$ cat config.mk
export PLATFORM = sky130hd
export DESIGN_NAME = stack_mc_controller_flat
export DESIGN_NICKNAME = d
export VERILOG_FILES = /design/src/rtl/stack_mc_if.sv /design/src/rtl/stack_mc_controller.sv /design/src/flat_wrapper.sv
export SDC_FILE = /design/constraint.sdc
export NUM_CORES = 1
export LEC_CHECK = 0
export ABC_AREA = 1
export ABC_CLOCK_PERIOD_IN_PS = 2100
export BUFFER_PORTS_ARGS = -buffer_cell sky130_fd_sc_hd__buf_4
export CAP_MARGIN = 25
export CORE_ASPECT_RATIO = 1.1
export CORE_MARGIN = 1
export CORE_UTILIZATION = 43
export CTS_BUF_LIST = sky130_fd_sc_hd__clkbuf_8
export CTS_CLUSTER_DIAMETER = 60
export DETAILED_ROUTE_END_ITERATION = 10
export PLACE_DENSITY = 0.66
export SETUP_SLACK_MARGIN = 0.5
export SLEW_MARGIN = 40
export SYNTH_ARGS = -nofsm -noshare
export SYNTH_HDL_FRONTEND = slang
export SYNTH_SLANG_ARGS = --single-unit
$ cat constraint.sdc
create_clock -name clk -period 2.1 [get_ports clk]
set_input_delay 0.21 -clock clk [delete_from_list [all_inputs] [get_ports clk]]
set_output_delay 0.21 -clock clk [all_outputs]
set_load 0.02 [all_outputs]
$ cat src/rtl/stack_mc_if.sv
// Control-side bundle between the stack CPU controller and its datapath/memory.
// master = controller, slave = datapath.
interface stack_mc_if;
  logic       run;
  logic [2:0] opcode;
  logic       zero;
  logic       mem_ready;
  logic [1:0] adr_sel;
  logic       mem_read;
  logic       mem_write;
  logic       ir_write;
  logic       pc_write;
  logic [1:0] pc_src_sel;
  logic       stk_push;
  logic       stk_pop;
  logic       stk_tos;
  logic       a_ld;
  logic       b_ld;
  logic [1:0] alu_op;
  logic [1:0] stk_din_sel;
  logic       instr_done;
  logic       busy;
  logic       fault;

  modport master (
    input  run, opcode, zero, mem_ready,
    output adr_sel, mem_read, mem_write, ir_write, pc_write, pc_src_sel,
           stk_push, stk_pop, stk_tos, a_ld, b_ld, alu_op, stk_din_sel,
           instr_done, busy, fault
  );

  modport slave (
    output run, opcode, zero, mem_ready,
    input  adr_sel, mem_read, mem_write, ir_write, pc_write, pc_src_sel,
           stk_push, stk_pop, stk_tos, a_ld, b_ld, alu_op, stk_din_sel,
           instr_done, busy, fault
  );
endinterface

$ cat src/rtl/stack_mc_controller.sv
// Multicycle control FSM for the 8-bit stack CPU: fetch, decode, stack ops,
// handshaked memory access with a timeout watchdog that latches a sticky fault.
module stack_mc_controller #(
  parameter int MEM_TIMEOUT = 255,
  parameter int CNT_W       = 8
) (
  input  logic        clk,
  input  logic        rst_n,
  stack_mc_if.master  bus
);

  typedef enum logic [3:0] {
    S_IDLE, S_FETCH, S_DECODE, S_POP_A, S_POP_B, S_ALU_WB, S_MEM_RD,
    S_PUSH_WB, S_POP_TOS, S_MEM_WR, S_JZ_TOS, S_JZ_EVAL, S_FAULT
  } state_t;

  localparam logic [CNT_W-1:0] TIMEOUT = CNT_W'(MEM_TIMEOUT);

  state_t             state_q, state_d;
  logic [CNT_W-1:0]   cnt_q, cnt_d;
  logic               fault_q, fault_d;
  logic               mem_wait;
  logic               done;
  state_t             next_instr;

  // Outputs are decoded from the state register plus the same-cycle
  // mem_ready/zero inputs, so a completed access strobes without an extra cycle.
  always_comb begin
    // NOTE: every signal gets a default before the case so no path leaves one unassigned (no latches).
    state_d         = state_q;
    cnt_d           = cnt_q;
    fault_d         = fault_q;
    mem_wait        = 1'b0;
    done            = 1'b0;
    next_instr      = bus.run ? S_FETCH : S_IDLE;
    bus.adr_sel     = 2'd0;
    bus.mem_read    = 1'b0;
    bus.mem_write   = 1'b0;
    bus.ir_write    = 1'b0;
    bus.pc_write    = 1'b0;
    bus.pc_src_sel  = 2'd0;
    bus.stk_push    = 1'b0;
    bus.stk_pop     = 1'b0;
    bus.stk_tos     = 1'b0;
    bus.a_ld        = 1'b0;
    bus.b_ld        = 1'b0;
    bus.alu_op      = 2'd0;
    bus.stk_din_sel = 2'd0;

    unique case (state_q)
      S_IDLE: if (bus.run) state_d = S_FETCH;
      S_FETCH: begin
        bus.mem_read = 1'b1;
        if (bus.mem_ready) begin
          bus.ir_write = 1'b1;
          bus.pc_write = 1'b1;
          state_d      = S_DECODE;
        end else begin
          mem_wait = 1'b1;
        end
      end
      S_DECODE: begin
        unique case (bus.opcode)
          3'd0, 3'd1, 3'd2, 3'd3: state_d = S_POP_A;
          3'd4:                   state_d = S_MEM_RD;
          3'd5:                   state_d = S_POP_TOS;
          3'd6: begin
            bus.pc_write   = 1'b1;
            bus.pc_src_sel = 2'd1;
            done           = 1'b1;
          end
          default:                state_d = S_JZ_TOS;
        endcase
      end
      S_POP_A: begin
        bus.stk_pop = 1'b1;
        bus.a_ld    = 1'b1;
        state_d     = (bus.opcode == 3'd3) ? S_ALU_WB : S_POP_B;
      end
      S_POP_B: begin
        bus.stk_pop = 1'b1;
        bus.b_ld    = 1'b1;
        state_d     = S_ALU_WB;
      end
      S_ALU_WB: begin
        bus.alu_op   = bus.opcode[1:0];
        bus.stk_push = 1'b1;
        done         = 1'b1;
      end
      S_MEM_RD: begin
        bus.adr_sel  = 2'd1;
        bus.mem_read = 1'b1;
        if (bus.mem_ready) state_d = S_PUSH_WB;
        else               mem_wait = 1'b1;
      end
      S_PUSH_WB: begin
        bus.stk_din_sel = 2'd1;
        bus.stk_push    = 1'b1;
        done            = 1'b1;
      end
      S_POP_TOS: begin
        bus.stk_pop = 1'b1;
        bus.a_ld    = 1'b1;
        state_d     = S_MEM_WR;
      end
      S_MEM_WR: begin
        bus.adr_sel   = 2'd1;
        bus.mem_write = 1'b1;
        if (bus.mem_ready) done = 1'b1;
        else               mem_wait = 1'b1;
      end
      S_JZ_TOS: begin
        bus.stk_tos = 1'b1;
        bus.a_ld    = 1'b1;
        state_d     = S_JZ_EVAL;
      end
      S_JZ_EVAL: begin
        if (bus.zero) begin
          bus.pc_write   = 1'b1;
          bus.pc_src_sel = 2'd1;
        end
        done = 1'b1;
      end
      S_FAULT: state_d = S_FAULT;
      default: state_d = S_IDLE;
    endcase

    if (done) state_d = next_instr;

    // The watchdog fires on the wait cycle that brings the count to the limit.
    if (mem_wait && (MEM_TIMEOUT != 0) && (cnt_q + 1'b1 == TIMEOUT)) begin
      state_d = S_FAULT;
      fault_d = 1'b1;
    end

    if (state_d != state_q) cnt_d = '0;
    else if (mem_wait)      cnt_d = cnt_q + 1'b1;
  end

  assign bus.instr_done = done;
  assign bus.busy       = (state_q != S_IDLE) && (state_q != S_FAULT);
  assign bus.fault      = fault_q;

  // NOTE: sequential state uses non-blocking assignments so all flops update together.
  always_ff @(posedge clk or negedge rst_n) begin
    if (!rst_n) begin
      state_q <= S_IDLE;
      cnt_q   <= '0;
      fault_q <= 1'b0;
    end else begin
      state_q <= state_d;
      cnt_q   <= cnt_d;
      fault_q <= fault_d;
    end
  end

endmodule

$ cat src/flat_wrapper.sv
// flat-port wrapper written by rule: the top's interface ports become plain ports
module stack_mc_controller_flat 
#(
  parameter int MEM_TIMEOUT = 255,
  parameter int CNT_W       = 8
)
  (clk, rst_n, bus_run, bus_opcode, bus_zero, bus_mem_ready, bus_adr_sel, bus_mem_read, bus_mem_write, bus_ir_write, bus_pc_write, bus_pc_src_sel, bus_stk_push, bus_stk_pop, bus_stk_tos, bus_a_ld, bus_b_ld, bus_alu_op, bus_stk_din_sel, bus_instr_done, bus_busy, bus_fault);
  stack_mc_if bus_i ();
  input  logic clk;
  input  logic rst_n;
  input wire logic [$bits(bus_i.run)-1:0] bus_run;
  input wire logic [$bits(bus_i.opcode)-1:0] bus_opcode;
  input wire logic [$bits(bus_i.zero)-1:0] bus_zero;
  input wire logic [$bits(bus_i.mem_ready)-1:0] bus_mem_ready;
  output wire logic [$bits(bus_i.adr_sel)-1:0] bus_adr_sel;
  output wire logic [$bits(bus_i.mem_read)-1:0] bus_mem_read;
  output wire logic [$bits(bus_i.mem_write)-1:0] bus_mem_write;
  output wire logic [$bits(bus_i.ir_write)-1:0] bus_ir_write;
  output wire logic [$bits(bus_i.pc_write)-1:0] bus_pc_write;
  output wire logic [$bits(bus_i.pc_src_sel)-1:0] bus_pc_src_sel;
  output wire logic [$bits(bus_i.stk_push)-1:0] bus_stk_push;
  output wire logic [$bits(bus_i.stk_pop)-1:0] bus_stk_pop;
  output wire logic [$bits(bus_i.stk_tos)-1:0] bus_stk_tos;
  output wire logic [$bits(bus_i.a_ld)-1:0] bus_a_ld;
  output wire logic [$bits(bus_i.b_ld)-1:0] bus_b_ld;
  output wire logic [$bits(bus_i.alu_op)-1:0] bus_alu_op;
  output wire logic [$bits(bus_i.stk_din_sel)-1:0] bus_stk_din_sel;
  output wire logic [$bits(bus_i.instr_done)-1:0] bus_instr_done;
  output wire logic [$bits(bus_i.busy)-1:0] bus_busy;
  output wire logic [$bits(bus_i.fault)-1:0] bus_fault;
  assign bus_i.run = bus_run;
  assign bus_i.opcode = bus_opcode;
  assign bus_i.zero = bus_zero;
  assign bus_i.mem_ready = bus_mem_ready;
  assign bus_adr_sel = bus_i.adr_sel;
  assign bus_mem_read = bus_i.mem_read;
  assign bus_mem_write = bus_i.mem_write;
  assign bus_ir_write = bus_i.ir_write;
  assign bus_pc_write = bus_i.pc_write;
  assign bus_pc_src_sel = bus_i.pc_src_sel;
  assign bus_stk_push = bus_i.stk_push;
  assign bus_stk_pop = bus_i.stk_pop;
  assign bus_stk_tos = bus_i.stk_tos;
  assign bus_a_ld = bus_i.a_ld;
  assign bus_b_ld = bus_i.b_ld;
  assign bus_alu_op = bus_i.alu_op;
  assign bus_stk_din_sel = bus_i.stk_din_sel;
  assign bus_instr_done = bus_i.instr_done;
  assign bus_busy = bus_i.busy;
  assign bus_fault = bus_i.fault;
  stack_mc_controller #(.MEM_TIMEOUT(MEM_TIMEOUT), .CNT_W(CNT_W)) u_core (.clk(clk), .rst_n(rst_n), .bus(bus_i));
endmodule
==> summary.txt <==
Critical path
  • Worst Path Max Fanout: 8
  • CP bufs+invs: 3
  • WS Path Type: reg2reg
  • Cell family with most CP delay: simple AND/OR/NAND/NOR gates
  • Crit. End Element: register
  • Slowest stage cell, crit path: dfrtp_2
  • CP required: 2.27 ns
  • CP peak stage delay: 0.51 ns
  • R2R depth: 14
  • Arrival time at the worst endpoint: 2.12 ns
  • Worst reg-to-reg setup slack: 0.15 ns
  • Critical-path cell list: inv_4, buf_12, nand2_8, nor2_4, nor2_4, nand3_4, inv_2, o211ai_1, nand2_1, nand2_1, nand2_2, nor2_4, nand2_4, nor2_2
  • Most common cell on crit path: nor2_4
  • Critical Path Start Type: register
  • CP Depth: 14

Synth
  • Syn Std Cell Area: 1210 sq um
  • Post-synth top area cell: dfrtp_1
  • Number of synthesized register bits: 13
  • Sequential share of the synthesized area: 0.269
  • Largest cells by area after synthesis: dfrtp_1 27%, nand2_1 18%, nor2_2 8.3%
  • Synth Area per Inst: 6.21 sq um
  • Synth cell types: 26
  • Post-Synthesis Cells: 195
  • Syn. warnings: 0
  • Synth top area share: 0.269

Clock tree
  • Clk slew on worst S/H paths: 0.06 ns
  • Clk Tree Root Cell: clkbuf_8
  • CTS tree: built
  • Total clock sinks: 13
  • CTS Buf Count: 3
  • CTS H-tree lvls: 1
  • Clk buf depth: 2
  • Worst skew pair latency: 0.24 ns

Final layout
  • Fillers: 211
  • Nets: 252
  • Area of the multi-input gates: 983 sq um
  • Final design utilization: 0.735
  • ANT cells: 0
  • Layout area overhead: 57.2%
  • Design area: 1900 sq um
  • Layout cells sized above 1: 0.498
  • Register Area: 330 sq um

Pwr
  • Peak VDD IR: 1.24 mV
  • P per Cell Area: 1260 nW/um^2
  • Pleak: 0.936 nW

GRT
  • Total grt overflow: 0
  • Largest net degree at the start of global routing: 15
  • Initial antenna violation count: 0
  • First-pass GRT wire length: 5110 um
  • Vias in the first global route: 1243
  • Gr usage total: 0.227

Floorplan
  • IO Pins: 28
  • Core area: 2590 sq um
  • Die ar.: 3030 sq um
  • Row count: 19
  • Die width: 52.6 um
  • Die height: 57.7 um
  • Starting Density: 0.467

Timing
  • WHS: 0.349 ns
  • Clock skew: 0.00321 ns
  • Final Setup Violations: 0
  • Setup TNS: 0 ns
  • Period minus WS final: 1.95 ns
  • Max frequency: 0.513 GHz
  • Worst Slack Setup Final: 0.150 ns
  • Fin crit share: 0.929
  • Hold Vio Cnt, Final: 0
  • Final number of max-transition violations: 0
  • RSZ-0062 raised after global routing: true

Drt
  • WL per Instance: 12.7 um
  • DRC: 0
  • Via density: 5.05
  • Drt initial violations: 15
  • Post-Route WL: 3460 um
  • Detail Route Antenna Nets: 0
  • Via count: 1373
  • Router iterations before antenna repair: 4

Placement
  • PortBufs: 24
  • Placed Area: 1480 sq um
  • DP HPWL: 2430 um
  • Global placer's final weighted congestion: 0.936
  • Worst slack, placed: 0.108 ns

Hold path
  • Hold path cells: 5
  • Hold crit path type: in2reg

Flow run
  • Max_cap viols: 0

Status
  • Status: finished, final reports clean
[sequential cells by signal (all words and copies together), names as in the netlist]
register,flops
u_core.cnt_q,8
u_core.state_q,4
u_core.bus.fault,1
[through the flow]
step                      total power, mW  instances
after detailed placement             1.69        249
after floorplan                      1.33        197
after global routing                 2.55        272
after CTS                            2.05        264
final                                2.40        272
after global placement               1.68        249
[timing repair]
action / 4_1_cts / 5_1_grt
buffers inserted: 10 / 8
gates resized for setup: 19 / 41
pin swaps: 11 / 24
hold buffers: 1 / 0
setup endpoints to repair: 21 / 20
hold endpoints to repair: 13 / 0
[logic make-up after synthesis]
| kind of cell | share of synthesized area |
|---|---|
| buf+inv | 0.122 |
| compound gates | 0.0723 |
| fa+ha+maj | 0.0207 |
| other cells | 0.00310 |
| simple gates | 0.499 |
| xor+xnor | 0.0145 |
| flops | 0.269 |
[cell usage after synthesis]
cell type	instances
a21oi_1	4
a31oi_1	1
buf_2	1
buf_4	4
clkbuf_1	1
conb_1	1
dfrtp_1	13
ha_1	2
inv_1	25
inv_2	4
nand2_1	59
nand2_2	5
nand2_4	1
nand3_1	13
nand3_2	3
nand3_4	1
nand3b_1	1
nand4_1	3
nor2_1	20
nor2_2	16
nor2_4	1
nor3_1	3
o2111ai_1	1
o211ai_1	1
o21ai_0	9
xor2_1	2
[worst register-to-register path, stage by stage (launching register included)]
cell and delay (ns):
dfrtp_2 0.51, inv_4 0.12, buf_12 0.11, nand2_8 0.05, nor2_4 0.12, nor2_4 0.05, nand3_4 0.10, inv_2 0.07
o211ai_1 0.13, nand2_1 0.11, nand2_1 0.09, nand2_2 0.07, nor2_4 0.12, nand2_4 0.11, nor2_2 0.12
[area by class of cell]
class,instances,area share
inverter,29,0.0611
sequential,13,0.173
tap,31,0.0204
clock inverter,1,0.00197
timing repair buffer,46,0.205
multi-input combinational,149,0.516
clock buffer,3,0.0217
[placed cells by master (no fill, tap or decap), types with 9 or more instances in the layout]
cell and n:
nand2_1 39, buf_4 36, inv_1 23, nand2_2 19
nor2_4 16, nor2_1 12, nor2_2 9, nand3_1 9
dfrtp_1 9
[layer usage]
layer,vias up,global-route usage,share of wire
met5,-,0,0
met4,0,0.139,0.019
met3,8,0.0262,0.038
met2,46,0.434,0.56
met1,631,0.224,0.39
li1,688,-,-
[power by group]
group	total, mW	switching [mW]	leakage, nW	internal [mW]
clock network	0.216	0.0871	0.0269	0.129
logic	1.77	1.06	0.743	0.712
registers	0.414	0.115	0.166	0.298
[path summary, 6_finish.rpt]
| check | to | start |
|---|---|---|
| worst max-delay path | u_core.cnt_q[7] | u_core.state_q[3] |
| worst min-delay path | u_core.state_q[0] | bus_run |
| worst max register to register | u_core.cnt_q[7] | u_core.state_q[3] |
| worst min register to register | u_core.bus.fault | u_core.bus.fault |
| max in group asynchronous | u_core.state_q[2] | rst_n |
| min in group asynchronous | u_core.bus.fault | rst_n |
No activity file was read; power rests on OpenSTA's default activity.
